**src/rtl/matmul_host_sequencer.sv**
```systemverilog
// Host-side sequencer for the serial matrix multiplier: loads 18 nibbles,
// flushes, then sweeps os and streams results. Optional: MATSEQ_TIMEOUT_EN.
module matmul_host_sequencer #(
    parameter int DW        = 4,
    parameter int RW        = 10,
    parameter int N_IN      = 18,
    parameter int N_FLUSH   = 9,
    parameter int N_OUT     = 9,
    parameter int IC_HIGH   = 1,
    parameter int IC_LOW    = 1,
    parameter int OS_SETTLE = 2,
    parameter int TIMEOUT   = 255
) (
    input  logic          clk,
    input  logic          mr_n,
    input  logic          start,
    output logic          busy,
    output logic          done,
    input  logic          in_valid,
    output logic          in_ready,
    input  logic [DW-1:0] in_data,
    output logic [DW-1:0] mm_i,
    output logic          mm_ic,
    output logic [3:0]    mm_os,
    output logic          mm_en,
    output logic          mm_mr,
    input  logic [RW-1:0] mm_matrix,
    output logic          out_valid,
    input  logic          out_ready,
    output logic [RW-1:0] out_data,
    output logic [3:0]    out_idx,
    output logic          err
);

    typedef enum logic [3:0] {
        S_IDLE,
        S_CLR,
        S_LOAD_WAIT,
        S_LOAD_HI,
        S_LOAD_LO,
        S_FLUSH_HI,
        S_FLUSH_LO,
        S_SEL,
        S_SETTLE,
        S_OUT
    } state_t;

    state_t        state, state_d;
    logic [7:0]    tmr, tmr_d;
    logic [4:0]    nib, nib_d;
    logic [3:0]    fl, fl_d;
    logic [3:0]    k, k_d;
    logic [DW-1:0] mm_i_d;
    logic [3:0]    mm_os_d;
    logic [RW-1:0] out_data_d;
    logic [3:0]    out_idx_d;
    logic          out_valid_d;
    logic          done_d;
    logic          busy_d;
    logic          in_ready_d;
    logic          mm_ic_d;
    logic          mm_mr_d;
    logic          mm_en_d;
    logic          abort;

`ifdef MATSEQ_TIMEOUT_EN
    logic [15:0] stall, stall_d;
    logic        err_d;
    logic        waiting;

    // Stall watchdog: counts cycles blocked on a stream handshake.
    always_comb begin
        waiting = (state == S_LOAD_WAIT && !in_valid) ||
                  (state == S_OUT && !out_ready);
        abort   = 1'b0;
        stall_d = '0;
        err_d   = err;
        if (waiting) begin
            if (stall == 16'(TIMEOUT - 1)) begin
                abort = 1'b1;
            end else begin
                stall_d = stall + 16'd1;
            end
        end
        if (abort) begin
            err_d = 1'b1;
        end else if (state == S_IDLE && start) begin
            err_d = 1'b0;
        end
    end

    // Watchdog counter and sticky error flag.
    always_ff @(posedge clk) begin
        if (!mr_n) begin
            stall <= '0;
            err   <= 1'b0;
        end else begin
            stall <= stall_d;
            err   <= err_d;
        end
    end
`else
    assign abort = 1'b0;
    assign err   = 1'b0;
`endif

    // Next-state and next-output logic; every output is registered below.
    always_comb begin
        state_d     = state;
        tmr_d       = tmr;
        nib_d       = nib;
        fl_d        = fl;
        k_d         = k;
        mm_i_d      = mm_i;
        mm_os_d     = mm_os;
        out_data_d  = out_data;
        out_idx_d   = out_idx;
        out_valid_d = out_valid;
        done_d      = 1'b0;

        unique case (state)
            S_IDLE: begin
                if (start) begin
                    state_d = S_CLR;
                    tmr_d   = '0;
                    nib_d   = '0;
                    fl_d    = '0;
                    k_d     = '0;
                    mm_os_d = '0;
                end
            end
            S_CLR: begin
                state_d = S_LOAD_WAIT;
            end
            S_LOAD_WAIT: begin
                if (in_valid) begin
                    mm_i_d  = in_data;
                    tmr_d   = '0;
                    state_d = S_LOAD_HI;
                end
            end
            S_LOAD_HI: begin
                if (tmr == 8'(IC_HIGH - 1)) begin
                    tmr_d   = '0;
                    state_d = S_LOAD_LO;
                end else begin
                    tmr_d = tmr + 8'd1;
                end
            end
            S_LOAD_LO: begin
                if (tmr == 8'(IC_LOW - 1)) begin
                    tmr_d = '0;
                    nib_d = nib + 5'd1;
                    if (nib + 5'd1 < 5'(N_IN)) begin
                        state_d = S_LOAD_WAIT;
                    end else begin
                        mm_i_d  = '0;
                        state_d = S_FLUSH_HI;
                    end
                end else begin
                    tmr_d = tmr + 8'd1;
                end
            end
            S_FLUSH_HI: begin
                if (tmr == 8'(IC_HIGH - 1)) begin
                    tmr_d   = '0;
                    state_d = S_FLUSH_LO;
                end else begin
                    tmr_d = tmr + 8'd1;
                end
            end
            S_FLUSH_LO: begin
                if (tmr == 8'(IC_LOW - 1)) begin
                    tmr_d = '0;
                    fl_d  = fl + 4'd1;
                    if (fl + 4'd1 < 4'(N_FLUSH)) begin
                        state_d = S_FLUSH_HI;
                    end else begin
                        k_d     = '0;
                        mm_os_d = '0;
                        state_d = S_SEL;
                    end
                end else begin
                    tmr_d = tmr + 8'd1;
                end
            end
            S_SEL: begin
                tmr_d   = '0;
                state_d = S_SETTLE;
            end
            S_SETTLE: begin
                if (tmr == 8'(OS_SETTLE - 1)) begin
                    tmr_d       = '0;
                    out_data_d  = mm_matrix;
                    out_idx_d   = k;
                    out_valid_d = 1'b1;
                    state_d     = S_OUT;
                end else begin
                    tmr_d = tmr + 8'd1;
                end
            end
            S_OUT: begin
                if (out_ready) begin
                    out_valid_d = 1'b0;
                    if (k < 4'(N_OUT - 1)) begin
                        k_d     = k + 4'd1;
                        mm_os_d = k + 4'd1;
                        state_d = S_SEL;
                    end else begin
                        done_d  = 1'b1;
                        state_d = S_IDLE;
                    end
                end
            end
            default: begin
                state_d = S_IDLE;
            end
        endcase

        if (abort) begin
            state_d     = S_IDLE;
            out_valid_d = 1'b0;
            done_d      = 1'b0;
        end

        busy_d     = (state_d != S_IDLE);
        in_ready_d = (state_d == S_LOAD_WAIT);
        mm_ic_d    = (state_d == S_LOAD_HI) || (state_d == S_FLUSH_HI);
        mm_mr_d    = (state_d == S_CLR) || abort;
        mm_en_d    = busy_d;
    end

    // State, counters and registered outputs.
    always_ff @(posedge clk) begin
        if (!mr_n) begin
            state     <= S_IDLE;
            tmr       <= '0;
            nib       <= '0;
            fl        <= '0;
            k         <= '0;
            mm_i      <= '0;
            mm_ic     <= 1'b0;
            mm_os     <= '0;
            mm_en     <= 1'b0;
            mm_mr     <= 1'b1;
            in_ready  <= 1'b0;
            out_valid <= 1'b0;
            out_data  <= '0;
            out_idx   <= '0;
            busy      <= 1'b0;
            done      <= 1'b0;
        end else begin
            state     <= state_d;
            tmr       <= tmr_d;
            nib       <= nib_d;
            fl        <= fl_d;
            k         <= k_d;
            mm_i      <= mm_i_d;
            mm_ic     <= mm_ic_d;
            mm_os     <= mm_os_d;
            mm_en     <= mm_en_d;
            mm_mr     <= mm_mr_d;
            in_ready  <= in_ready_d;
            out_valid <= out_valid_d;
            out_data  <= out_data_d;
            out_idx   <= out_idx_d;
            busy      <= busy_d;
            done      <= done_d;
        end
    end

endmodule

```
**config.mk**
```make
export PLATFORM = sky130hd
export DESIGN_NAME = matmul_host_sequencer
export DESIGN_NICKNAME = d
export VERILOG_FILES = /design/src/rtl/matmul_host_sequencer.sv
export SDC_FILE = /design/constraint.sdc
export NUM_CORES = 1
export LEC_CHECK = 0
export ABC_AREA = 0
export BUFFER_PORTS_ARGS = -buffer_cell sky130_fd_sc_hd__buf_2
export CAP_MARGIN = 0
export CORE_AREA = 3 3 72 74
export DETAILED_ROUTE_END_ITERATION = 16
export DIE_AREA = 0 0 75 77
export PLACE_DENSITY = 0.76
export SKIP_CTS_REPAIR_TIMING = 1
export SYNTH_ARGS = -nofsm -noshare
export SYNTH_HDL_FRONTEND = slang
export SYNTH_SLANG_ARGS = --single-unit
```
**constraint.sdc**
```tcl
create_clock -name clk -period 2.8 [get_ports clk]
set_input_delay 0.56 -clock clk [delete_from_list [all_inputs] [get_ports clk]]
set_output_delay 0.56 -clock clk [all_outputs]
set_load 0.01 [all_outputs]
```
# --- Word-level counts from Yosys, hierarchy flattened ---
# Index checks and enable logic that the tools add are counted.
classes:
  n_addsub: 4
  n_lt_le_gt_ge: 3
  n_eq_ne: 23
  n_mux: 36
  reduce_logical: 19
op_table:
  columns: ["op", "n"]
  rows:
  - ["$mux W4", 17]
  - ["$pmux W4 S10", 1]
  - ["$pmux W8 S5", 1]
  - ["$mux W8", 4]
  - ["$eq A4 B3 Y1 const B", 5]
  - ["$ne A2 B2 Y1 const B", 9]
  - ["$eq A4 B2 Y1 const B", 4]
  - ["$pmux W4 S2", 2]
  - ["$reduce_and A3 Y1", 5]
  - ["$pmux W4 S3", 1]
  - ["$mux W5", 2]
  - ["$pmux W5 S2", 1]
  - ["$add A4 B1 Y4 const B", 2]
  - ["$add A8 B1 Y8 const B", 1]
  - ["$eq A4 B1 Y1 const B", 2]
  - ["$eq A4 B4 Y1 const B", 2]
  - ["$eq A8 B1 Y1 const B", 1]
  - ["$logic_not A8 Y1", 1]
  - ["$lt A4 B4 Y1 const B", 2]
  - ["$reduce_bool A2 Y1", 4]
  - ["$mux W3", 2]
  - ["$reduce_and A6 Y1", 1]
  - ["$add A5 B1 Y5 const B", 1]
  - ["$lt A5 B5 Y1 const B", 1]
  - ["other kinds (11)", 13]
totals:
  reg_bits: 49
  in_bits: 19
  output_inout_bits: 30
  elab_cells: 99

# --- Depth between registers and ports, before layout ---
logic_depth:
  word_depth: 7
  ltp_mapped: 8

# --- Worst setup path before layout ---
# No wires, ideal clock.
synth_path:
  path_type: "register to register"
  start: "register tmr[2]"
  end: "register out_idx[2]"
  setup_time_ps: 128
  arrival_ps: 2011
  setup_slack_ps: 661
  stages_incl_launch_ff: 8
  period_less_slack_ps: 2139
  path_cell_list: "dfxtp_1 > or4_4 > or3_4 > nor4b_4 > buf_6 > buf_12 > mux2i_1 > nor2_1"
synth_between:
  elab_chain_cells: 2
synth_lines:
  columns: ["element", "line_no", "source"]
  rows:
  - ["from (decl)", "49", "logic [7:0] tmr, tmr_d;"]
  - ["from (signal assigned)", "254", "tmr <= tmr_d;"]
  - ["$eq A8 B1 Y1", "192", "if (tmr == 8'(OS_SETTLE - 1)) begin"]
  - ["$reduce_and A2 Y1 (no line)", null, null]
  - ["to (signal assigned)", "266", "out_idx <= out_idx_d;"]
  - ["to (decl)", "31", "output logic [3:0] out_idx,"]
# Every way passes these cells.
# A chain may end at the register's enable or synchronous reset.

# --- Worst setup path in the final report ---
layout_path:
  start: "register tmr[1]"
  end: "register mm_en"
layout_between:
  elab_chain_cells: 4
layout_lines:
  columns: ["element", "line_no", "source"]
  rows:
  - ["$eq A8 B1 Y1 or $logic_not A8 Y1 (tied branches)", null, null]
  - ["$mux W4 (on tied branches)", null, null]
  - ["$pmux W4 S10 (*)", "121", "unique case (state)"]
  - ["$reduce_bool A4 Y1 (*)", "226", "busy_d = (state_d != S_IDLE);"]
  - ["to (signal assigned)", "261", "mm_en <= mm_en_d;"]
  - ["to (decl)", "25", "output logic mm_en,"]
# Every way passes the cells marked *; elsewhere a longest branch is shown, timed or not.

==> out/results.ini <==
[power_and_ir_drop]
vdd_ir_drop_max_mv = 0.340
seq_power_share_pct = 54.6
power_switching_mw = 0.359
combPwrFrac_pct = 14.2
power.leakage_nw = 1.17
p_total_mw = 1.35
clkPwrFrac_pct = 31.2
p_int_mw = 0.987
pwr_density_cell_nw_per_um2 = 480
p_sw_share_pct = 26.7

[clock_network]
clk_pin_slew_ps = 90
ctsRootBufferMaster = clkbuf_8
cts_buffer_depth = 2
cts.sinks = 49
clk-insertion-delay-late_ps = 300
htree_levels = 2
cts_made_buffers = 5
cts_tree = done

[setup_path]
path_max_fanout = 4
rr_endpoint = mm_en
worstSetupStartpoint = tmr[1]
end_kind = flop
worst_setup_path_start_kind = flop
crit_arrival_ps = 2580
ff2ff_setup_slack_ps = 420
timing.rr.start = tmr[1]
r2r_cells = 8
worstSetupPathType = reg -> reg
required_ps = 3000

[synth]
async_reset_ff_share_pct = 0
avgSynthCellArea_um2 = 8.77
synth_enable_flop_cells = 0
synth_common_cells = 49 x dfxtp_1, 49 x nor2_1, 21 x nand2_1
synth-seq-area-share_pct = 40.1
yosysWarnings = 0
yosysTopAreaCell = dfxtp_1
synth_seq_cells = 49
synth_top_area_share_pct = 40.1
synth_area_leaders = dfxtp_1 40%, nor2_1 7.5%, mux2i_1 5.7%
synth_top_flop_cell = dfxtp_1
synth_area_um2 = 2450
yosysUniqueCellTypes = 60
syn_inst = 279
synth_fp_nets = 305

[die]
die_area_um2 = 5780
rows = 25
core_um2 = 4660
die_h_um = 77
ios = 49
initial_utilization_pct = 52.5
die_x_um = 75

[timing]
worst_pin_slew_ps = 615
timing.fmax_ghz = 0.421
slew_violations = 0
fin_ws_ps = 423
finalClockSkew_ps = 8.99
slew_headroom_pct = 59.0
fin_tns_setup_ps = 0
finalSetupViolCount = 0
hold_ws_ps = 469
finalCriticalPeriod_ps = 2380
hold_viol_final = 0
final.period_utilization_pct = 84.9
rsz0062_at_grt = no

[layout]
fill_cells = 395
area_delta_synth_final_pct = 14.6
finalNonFillerCells = 381
final_layout_size_suffix_gt1_share_pct = 21.7
seq_area_um2 = 981
stdcell_area_um2 = 2800
multi_input_area_um2 = 1370
diodes = 0
fin_nets = 353
utilization_pct = 60.1

[routing]
dr.first_iter.drc_count = 130
firstDrtPassIters = 4
post_drt_wl_per_cell_um = 14.0
routed_wl_mm = 5.35
antenna_left = 0
drc_errors = 0
via_count = 2175
avgViaCountPerCell = 5.71

[global_route]
grt_start_max_net_pins = 17
grt_antenna_before_repair = 0
grt_pass1_vias = 2086
grt_pass1_wl_mm = 9.36
grt_overflow = 0
grt_usage_pct = 20.2

[run]
max_cap_violations = 0

[worst_hold_path]
whs_path_depth = 2
min_path_type = in -> reg
hp-start = in_data[2]
hold_end = mm_i[2]

[place]
place_hpwl_mm = 3.99
place.gp.congestion = 0.883
place_area_um2 = 2710
io_buffer_count = 47
place_ws_ps = 409
placedCellCount = 374

[run_status]
run_status = finished, final reports clean

## layout make-up
cell class / count / share of cell area [%]
Clock buffer: 6 / 2.95
Clock inverter: 1 / 0.268
Inverter: 7 / 0.937
Multi-Input combinational cell: 212 / 48.7
Sequential cell: 49 / 35.0
Tap cell: 54 / 2.41
Timing Repair Buffer: 52 / 9.73
## cells by family (layout without fill, tap and decap cells)
group                      Yosys count  in the layout  synth area share, %
adders and majority gates            7              7                 3.58
other                                1              1                0.153
xor gates and xnor gates             8              8                 2.86
and+or+nand+nor                    123            123                 26.2
AOI/OAI and AO/OA                   57             57                 16.3
buffers and inverters               18             66                 4.09
DFF                                 49             49                 40.1
muxes                               16             16                 6.65
## state kept, by name (all words and copies together), names as in the netlist
| register | cells |
|---|---|
| out_data | 10 |
| mm_mr | 1 |
| mm_ic | 1 |
| out_idx | 4 |
| mm_i | 4 |
| nib | 5 |
| mm_en | 1 |
| out_valid | 1 |
| in_ready | 1 |
| state | 4 |
| k | 4 |
| tmr | 8 |
| fl | 4 |
| done | 1 |
## power by group through the flow
stage / logic [mW] / registers, mW / clock network [mW]
3_3_place_gp: 0.189 / 0.750 / 0
6_report: 0.191 / 0.735 / 0.420
3_5_place_dp: 0.190 / 0.751 / 0
4_1_cts: 0.190 / 0.735 / 0.436
2_1_floorplan: 0.141 / 0.745 / 0
5_1_grt: 0.215 / 0.739 / 0.457
## worst max-delay path: stages (launching register included)
cell,delay (ps)
dfxtp_1,340
inv_1,100
ha_1,210
or3b_2,490
o22ai_1,180
a21oi_1,110
a2111oi_2,490
nand3_1,160
a21o_1,200
## metal layers
metal | up-vias | routed length, µm | track usage [%]
li1 | 1092 | - | -
met2 | 73 | 2640 | 33.7
met5 | - | 0 | 0
met1 | 1001 | 2330 | 25.7
met4 | 0 | 86 | 5.87
met3 | 9 | 289 | 4.06
## how the worst max path moves through the flow
| stage | slack (ps) | endpoint | cells after the start |
|---|---|---|---|
| finish | 420 | mm_en | 8 |
| global route | 240 | in_ready | 8 |
| CTS | 400 | mm_en | 8 |
| detailed placement | 410 | mm_en | 8 |
| global placement | 480 | mm_en | 8 |
| floorplan | 660 | out_idx[2] | 7 |
## layout by cell type (no fill, tap or decap), types with 2 or more instances in the layout
cell / synthesis / layout
o21a_1: 2 / 2
o22ai_1: 2 / 2
nand3b_1: 3 / 3
o211ai_1: 2 / 2
o21ai_0: 6 / 6
a22o_1: 5 / 5
or3b_2: 3 / 3
xnor2_1: 4 / 4
nand2b_1: 3 / 3
nor2_1: 49 / 49
mux2_2: 2 / 2
nand2_1: 21 / 21
and3_1: 3 / 3
nor3_1: 3 / 3
nor2b_1: 5 / 5
nor3b_1: 4 / 4
a211oi_1: 4 / 4
and3b_1: 2 / 2
nand4_1: 4 / 4
a21boi_0: 2 / 2
inv_1: 7 / 7
nand3_1: 11 / 11
buf_2: 1 / 47
buf_4: 2 / 5
ha_1: 7 / 7
a31oi_1: 3 / 3
o21bai_1: 2 / 2
dfxtp_1: 49 / 49
xor2_1: 4 / 4
clkbuf_8: 0 / 6
mux2i_1: 14 / 14
a21oi_1: 16 / 16
No activity file was read; power rests on OpenSTA's default activity.
